**src/rtl/wb_rr_arbiter_pkg.sv**
```systemverilog
// Shared definitions for the round-robin Wishbone arbiter: FSM states,
// cycle-type identifiers and a constant-foldable clog2.
package wb_rr_arbiter_pkg;

  typedef enum logic {
    ARB_IDLE = 1'b0,
    ARB_BUSY = 1'b1
  } arb_state_e;

  localparam logic [2:0] CTI_CLASSIC = 3'b000;
  localparam logic [2:0] CTI_CONST   = 3'b001;
  localparam logic [2:0] CTI_INCR    = 3'b010;
  localparam logic [2:0] CTI_END     = 3'b111;

  function automatic int clog2(input int v);
    int r;
    r = 0;
    for (int i = 0; i < 31; i++)
      if ((1 << i) < v) r = i + 1;
    return r;
  endfunction

endpackage

```
**src/rtl/wb_rr_pick.sv**
```systemverilog
// Rotate-priority encoder: first requester after 'last' (wrapping) wins.
// Output is one-hot plus a valid flag; purely combinational.
module wb_rr_pick #(
  parameter int N  = 4,
  parameter int IW = 2
) (
  input  logic [N-1:0]  req,
  input  logic [IW-1:0] last,
  output logic [N-1:0]  win,
  output logic          valid
);

  // Distance of master j from the slot after 'last'; 0 is highest priority.
  function automatic int rot_dist(input int j, input logic [IW-1:0] l);
    return (j + 2 * N - int'(l) - 1) % N;
  endfunction

  int best;

  always_comb begin
    best = N;
    win  = '0;
    for (int j = 0; j < N; j++)
      if (req[j] && rot_dist(j, last) < best) best = rot_dist(j, last);
    for (int j = 0; j < N; j++)
      if (req[j] && rot_dist(j, last) == best) win[j] = 1'b1;
    valid = (best < N);
  end

endmodule

```
**src/rtl/wb_rr_arbiter.sv**
```systemverilog
// Round-robin Wishbone arbiter: NMASTERS masters share one slave port, grant
// held until the owner drops CYC. Watchdog built only with WB_ARB_TIMEOUT_EN.
module wb_rr_arbiter
  import wb_rr_arbiter_pkg::*;
#(
  parameter int NMASTERS = 4,
  parameter int TIMEOUT  = 1023
) (
  input  logic                     sys_clk,
  input  logic                     sys_rst_n,
  input  logic [32*NMASTERS-1:0]   m_adr_i,
  input  logic [32*NMASTERS-1:0]   m_dat_i,
  input  logic [4*NMASTERS-1:0]    m_sel_i,
  input  logic [3*NMASTERS-1:0]    m_cti_i,
  input  logic [NMASTERS-1:0]      m_we_i,
  input  logic [NMASTERS-1:0]      m_cyc_i,
  input  logic [NMASTERS-1:0]      m_stb_i,
  output logic [31:0]              m_dat_o,
  output logic [NMASTERS-1:0]      m_ack_o,
  output logic [NMASTERS-1:0]      m_err_o,
  output logic [31:0]              s_adr_o,
  output logic [31:0]              s_dat_o,
  output logic [3:0]               s_sel_o,
  output logic [2:0]               s_cti_o,
  output logic                     s_we_o,
  output logic                     s_cyc_o,
  output logic                     s_stb_o,
  input  logic [31:0]              s_dat_i,
  input  logic                     s_ack_i,
  input  logic                     s_err_i,
  output logic [NMASTERS-1:0]      grant_o,
  output logic                     timeout_o
);

  localparam int IW = clog2(NMASTERS);

  arb_state_e          state;
  logic [NMASTERS-1:0] grant;
  logic [IW-1:0]       last;
  logic [NMASTERS-1:0] pick_win;
  logic                pick_valid;
  logic [IW-1:0]       pick_idx;
  logic                owner_cyc;
  logic                regrant;
  logic                stb_sel;
  logic                wd_fire;

  wb_rr_pick #(.N(NMASTERS), .IW(IW)) u_pick (
    .req   (m_cyc_i),
    .last  (last),
    .win   (pick_win),
    .valid (pick_valid)
  );

  always_comb begin
    pick_idx = '0;
    for (int k = 0; k < NMASTERS; k++)
      if (pick_win[k]) pick_idx = IW'(k);
  end

  assign owner_cyc = |(grant & m_cyc_i);
  // Re-arbitrate only when nobody holds the bus; bursts and locked sequences ride on CYC.
  assign regrant   = (state == ARB_IDLE) || !owner_cyc;

  always_ff @(posedge sys_clk or negedge sys_rst_n) begin
    if (!sys_rst_n) begin
      state <= ARB_IDLE;
      grant <= '0;
      last  <= IW'(NMASTERS - 1);
    end else if (regrant) begin
      if (pick_valid) begin
        state <= ARB_BUSY;
        grant <= pick_win;
        last  <= pick_idx;
      end else begin
        state <= ARB_IDLE;
        grant <= '0;
      end
    end
  end

`ifdef WB_ARB_TIMEOUT_EN
  localparam int CW = clog2(TIMEOUT + 1);
  logic [CW-1:0] wd_cnt;
  logic          grant_chg;

  assign grant_chg = regrant && (pick_win != grant);
  assign wd_fire   = (wd_cnt == CW'(TIMEOUT));

  always_ff @(posedge sys_clk or negedge sys_rst_n) begin
    if (!sys_rst_n)
      wd_cnt <= '0;
    else if (wd_fire || s_ack_i || s_err_i || grant_chg)
      wd_cnt <= '0;
    else if (s_cyc_o && s_stb_o)
      wd_cnt <= wd_cnt + 1'b1;
  end
`else
  // No watchdog: TIMEOUT has no meaning here and this folds to constant 0.
  assign wd_fire = (TIMEOUT < 0);
`endif

  always_comb begin
    s_adr_o = '0;
    s_dat_o = '0;
    s_sel_o = '0;
    s_cti_o = '0;
    s_we_o  = 1'b0;
    s_cyc_o = 1'b0;
    stb_sel = 1'b0;
    for (int k = 0; k < NMASTERS; k++) begin
      if (grant[k]) begin
        s_adr_o = m_adr_i[32*k +: 32];
        s_dat_o = m_dat_i[32*k +: 32];
        s_sel_o = m_sel_i[4*k +: 4];
        s_cti_o = m_cti_i[3*k +: 3];
        s_we_o  = m_we_i[k];
        s_cyc_o = m_cyc_i[k];
        stb_sel = m_stb_i[k];
      end
    end
  end

  // A watchdog hit suppresses the strobe so the slave never sees a late start.
  assign s_stb_o   = stb_sel & ~wd_fire;
  assign m_dat_o   = s_dat_i;
  assign m_ack_o   = grant & m_cyc_i & {NMASTERS{s_ack_i}};
  assign m_err_o   = grant & m_cyc_i & {NMASTERS{s_err_i | wd_fire}};
  assign grant_o   = grant;
  assign timeout_o = wd_fire;

endmodule

```
**config.mk**
```make
export PLATFORM = sky130hd
export DESIGN_NAME = wb_rr_arbiter
export DESIGN_NICKNAME = d
export VERILOG_FILES = /design/src/rtl/wb_rr_arbiter_pkg.sv /design/src/rtl/wb_rr_pick.sv /design/src/rtl/wb_rr_arbiter.sv
export SDC_FILE = /design/constraint.sdc
export NUM_CORES = 1
export LEC_CHECK = 0
export BUFFER_PORTS_ARGS = -buffer_cell sky130_fd_sc_hd__buf_2
export CORE_AREA = 2 2 173 175
export CTS_CLUSTER_SIZE = 25
export DETAILED_ROUTE_END_ITERATION = 10
export DIE_AREA = 0 0 175 177
export GPL_TIMING_DRIVEN = 0
export PLACE_DENSITY = 0.48
export SLEW_MARGIN = 30
export SYNTH_ARGS = -nofsm -noshare
export SYNTH_HDL_FRONTEND = slang
export SYNTH_SLANG_ARGS = --single-unit
```
**constraint.sdc**
```tcl
create_clock -name sys_clk -period 5.9 [get_ports sys_clk]
set_input_delay 0.59 -clock sys_clk [delete_from_list [all_inputs] [get_ports sys_clk]]
set_output_delay 0.59 -clock sys_clk [all_outputs]
set_load 0.01 [all_outputs]
```
==> flow_metrics.env <==
export IMPL_status="finished, final reports clean"
export IMPL_power_switching_mw=1.28
export IMPL_design_die_area_um2=31000
export IMPL_cpPeakStageDelay_ns=0.56
export IMPL_max_freq_mhz=172
export IMPL_vias=5957
export IMPL_power_leakage_nw=3.19
export IMPL_finalSetupViolCount=0
export IMPL_cts_made_buffers=3
export IMPL_p_per_area_nw_per_um2=377
export IMPL_cp_cell_sequence="clkinvlp_4 -> ha_4 -> nor4b_4 -> nand2_2 -> ha_4 -> or3b_4 -> a221oi_4 -> mux2_4 -> ha_4 -> or4b_4 -> a311o_1 -> a21o_1 -> buf_8 -> a21o_1 -> ha_4 -> a21oi_2 -> a22oi_1 -> o32ai_2 -> or4_4 -> nand2_2"
export IMPL_drv_slew=0
export IMPL_synth_edf_count=0
export IMPL_tightest_slew_ns=0.895
export IMPL_finalCriticalPeriod_ns=5.81
export IMPL_slowest_stage="dfstp_2"
export IMPL_cts_sink_count=7
export IMPL_ys_flop_type="dfrtp_1"
export IMPL_synth_top_area_share_pct=17.2
export IMPL_cp_top_family="simple AND/OR/NAND/NOR gates"
export IMPL_hold_viol_final=0
export IMPL_critPathBufInv=2
export IMPL_hold_class="in2async"
export IMPL_cp_num_cells=20
export IMPL_start_kind="flop"
export IMPL_area_growth_pct=90.2
export IMPL_diodes=0
export IMPL_nNetsFinal=1347
export IMPL_clkTransAtPathRegs_ns=0.04
export IMPL_crit_fanout=6
export IMPL_critPathCaptureType="flop"
export IMPL_post_route_drc_count=0
export IMPL_criticalPathCategory="reg2reg"
export IMPL_instances_no_fill=1393
export IMPL_max_slew_margin_rel_pct=40.3
export IMPL_cts_tree="done"
export IMPL_seq_power_share_pct=3.8
export IMPL_clockBufferDepth=2
export IMPL_first_iter_violations=370
export IMPL_start_util_pct=11.1
export IMPL_drtPass1Iterations=5
export IMPL_yosys_warnings=0
export IMPL_hpwl_um=19600
export IMPL_insertion_delay_ns=0.23
export IMPL_synthCells=564
export IMPL_reg2reg_depth=20
export IMPL_crit_top_cell="ha_4"
export IMPL_antenna_found_initial=1
export IMPL_fp_coreArea_um2=29200
export IMPL_clkPwrFrac_pct=5.0
export IMPL_final_period_utilization_pct=98.4
export IMPL_power_frac_comb_pct=91.3
export IMPL_ir_worst_vdd_uv=132
export IMPL_detail_route_wl_per_cell_um=16.7
export IMPL_arrival_ns=5.98
export IMPL_dieHeight_um=177
export IMPL_overflow=0
export IMPL_synth_seq_cells=7
export IMPL_cts_root_buf="clkbuf_16"
export IMPL_totalPowerFinal_mw=2.32
export IMPL_grt_pass1_wl_um=32600
export IMPL_dpl_cell_count=1371
export IMPL_ys_async_sr_fraction_pct=100
export IMPL_avgViaCountPerCell=4.28
export IMPL_p_int_mw=1.04
export IMPL_synth_top_cell_by_area="a22oi_1"
export IMPL_fin_setup_tns_ns=0
export IMPL_switching_share_pct=55.2
export IMPL_h_tree_depth=1
export IMPL_syn_area_um2=3230
export IMPL_required_ns=6.07
export IMPL_netlist_top_cells_area="a22oi_1 (17%), a21oi_1 (13%), o21ai_0 (12%)"
export IMPL_globalplace_congestion=0.853
export IMPL_io_buffers=417
export IMPL_ant_nets=0
export IMPL_grt_start_max_net_pins=11
export IMPL_syn_num_nets=907
export IMPL_maxCapViolCount=0
export IMPL_die_w_um=175
export IMPL_synth_cell_types=49
export IMPL_routed_wl_um=23300
export IMPL_syn_avg_cell_area_um2=5.73
export IMPL_finClkSkew_ns=0.000436
export IMPL_ys_seq_area_share_pct=5.50
export IMPL_grt_pass1_vias=5683
export IMPL_grt_usage_pct=13.6
export IMPL_layout_drive_gt1_share_pct=50.7
export IMPL_fill_cells=3416
export IMPL_row_count=63
export IMPL_pin_count=451
[final timing paths]
kind                                      from  slack [ns]                endpoint
min in group sys_clk         state$_DFFE_PN0N_        0.55       state$_DFFE_PN0N_
min reg2reg                  state$_DFFE_PN0N_        0.55       state$_DFFE_PN0N_
max in group asynchronous            sys_rst_n        5.49     last[0]$_DFFE_PN1P_
min                                  sys_rst_n        0.19  grant_o[1]$_DFFE_PN0N_
max                        last[0]$_DFFE_PN1P_        0.09  grant_o[1]$_DFFE_PN0N_
max reg2reg                last[0]$_DFFE_PN1P_        0.09  grant_o[1]$_DFFE_PN0N_
[placed cells by master, fill, tap and decap left out, drive strengths merged, types with 2 or more instances in the layout]
cell type,count
a21boi,2
mux2i,2
clkbuf,51
inv,9
dfrtp,5
a21o,4
or4b,3
xnor2,2
nand3,2
nor2,81
a211oi,2
ha,11
and3,9
nand2,87
a22oi,74
or3b,2
nor3,2
buf,474
dfstp,2
a21oi,81
o21ai,77
[synthesized netlist by cell type, types with 2 or more instances]
cell,n
inv_1,10
buf_1,4
and3_2,3
and3_1,6
a21boi_0,2
a22oi_1,74
xnor2_1,2
nand3_1,2
dfstp_2,2
o21ai_0,77
dfrtp_1,5
a21o_1,3
a21oi_1,81
mux2i_1,2
clkbuf_8,2
ha_1,11
nor2_1,81
or4b_1,2
nor3_1,2
buf_4,33
nand2_1,87
clkbuf_1,46
[metal layers]
metal / vias up / wire length (µm) / GRT usage (%)
met5: - / 7 / 0
met4: 2 / 564 / 3.82
met3: 33 / 1700 / 1.74
met2: 326 / 11800 / 24.8
met1: 2735 / 9280 / 16.7
li1: 2861 / - / -
[stage by stage]
step	worst slack [ns]	cell area, µm²	utilization [%]	hold WS (ns)
2_1_floorplan	0.00970	3240	-	0.294
3_3_place_gp	-0.519	5820	19.9	0.430
3_5_place_dp	-0.554	5820	19.9	0.435
4_1_cts	0.0117	6090	20.8	0.193
5_1_grt	-0.0281	6150	21.0	0.202
6_report	0.0930	6150	21.0	0.185
[power by group through the flow]
stage	clock network, mW	logic [mW]	registers, mW
floorplan	0	1.17	0.0866
global placement	0	1.90	0.0858
detailed placement	0	1.91	0.0862
CTS	0.117	2.01	0.0846
global route	0.120	2.33	0.0904
finish	0.115	2.12	0.0872
[timing repair]
action	4_1_cts	5_1_grt
pin swaps	7	15
gates cloned	0	0
hold buffers	0	0
buffers inserted	19	3
hold endpoints to repair	0	0
setup endpoints to repair	6	6
resized for setup	10	16
[cell type report]
class                           instances  area [µm²]  area share, %
Multi-Input combinational cell        461        2660           43.3
Clock buffer                            4        78.8           1.28
Timing Repair Buffer                  436        2230           36.3
Buffer                                 85         464           7.55
Inverter                               10        41.3          0.672
Tap cell                              390         488           7.94
Sequential cell                         7         178           2.89
[sequential cells by signal, indices dropped and copies added, names as in the netlist]
register  count
last          2
state         1
grant_o       4
[logic make-up (layout without fill, tap and decap cells)]
family / Yosys count / after routing / share of synthesized area [%]
XOR/XNOR: 3 / 3 / 0.813
buffers and inverters: 96 / 535 / 15.8
multiplexers: 3 / 3 / 0.968
adder cells (fa/ha/maj): 11 / 11 / 4.26
AND/OR/NAND/NOR: 195 / 195 / 25.9
AO/OA/AOI/OAI: 248 / 248 / 46.7
other: 1 / 1 / 0.116
flip-flops: 7 / 7 / 5.50
(Power assumes the default switching activity.)
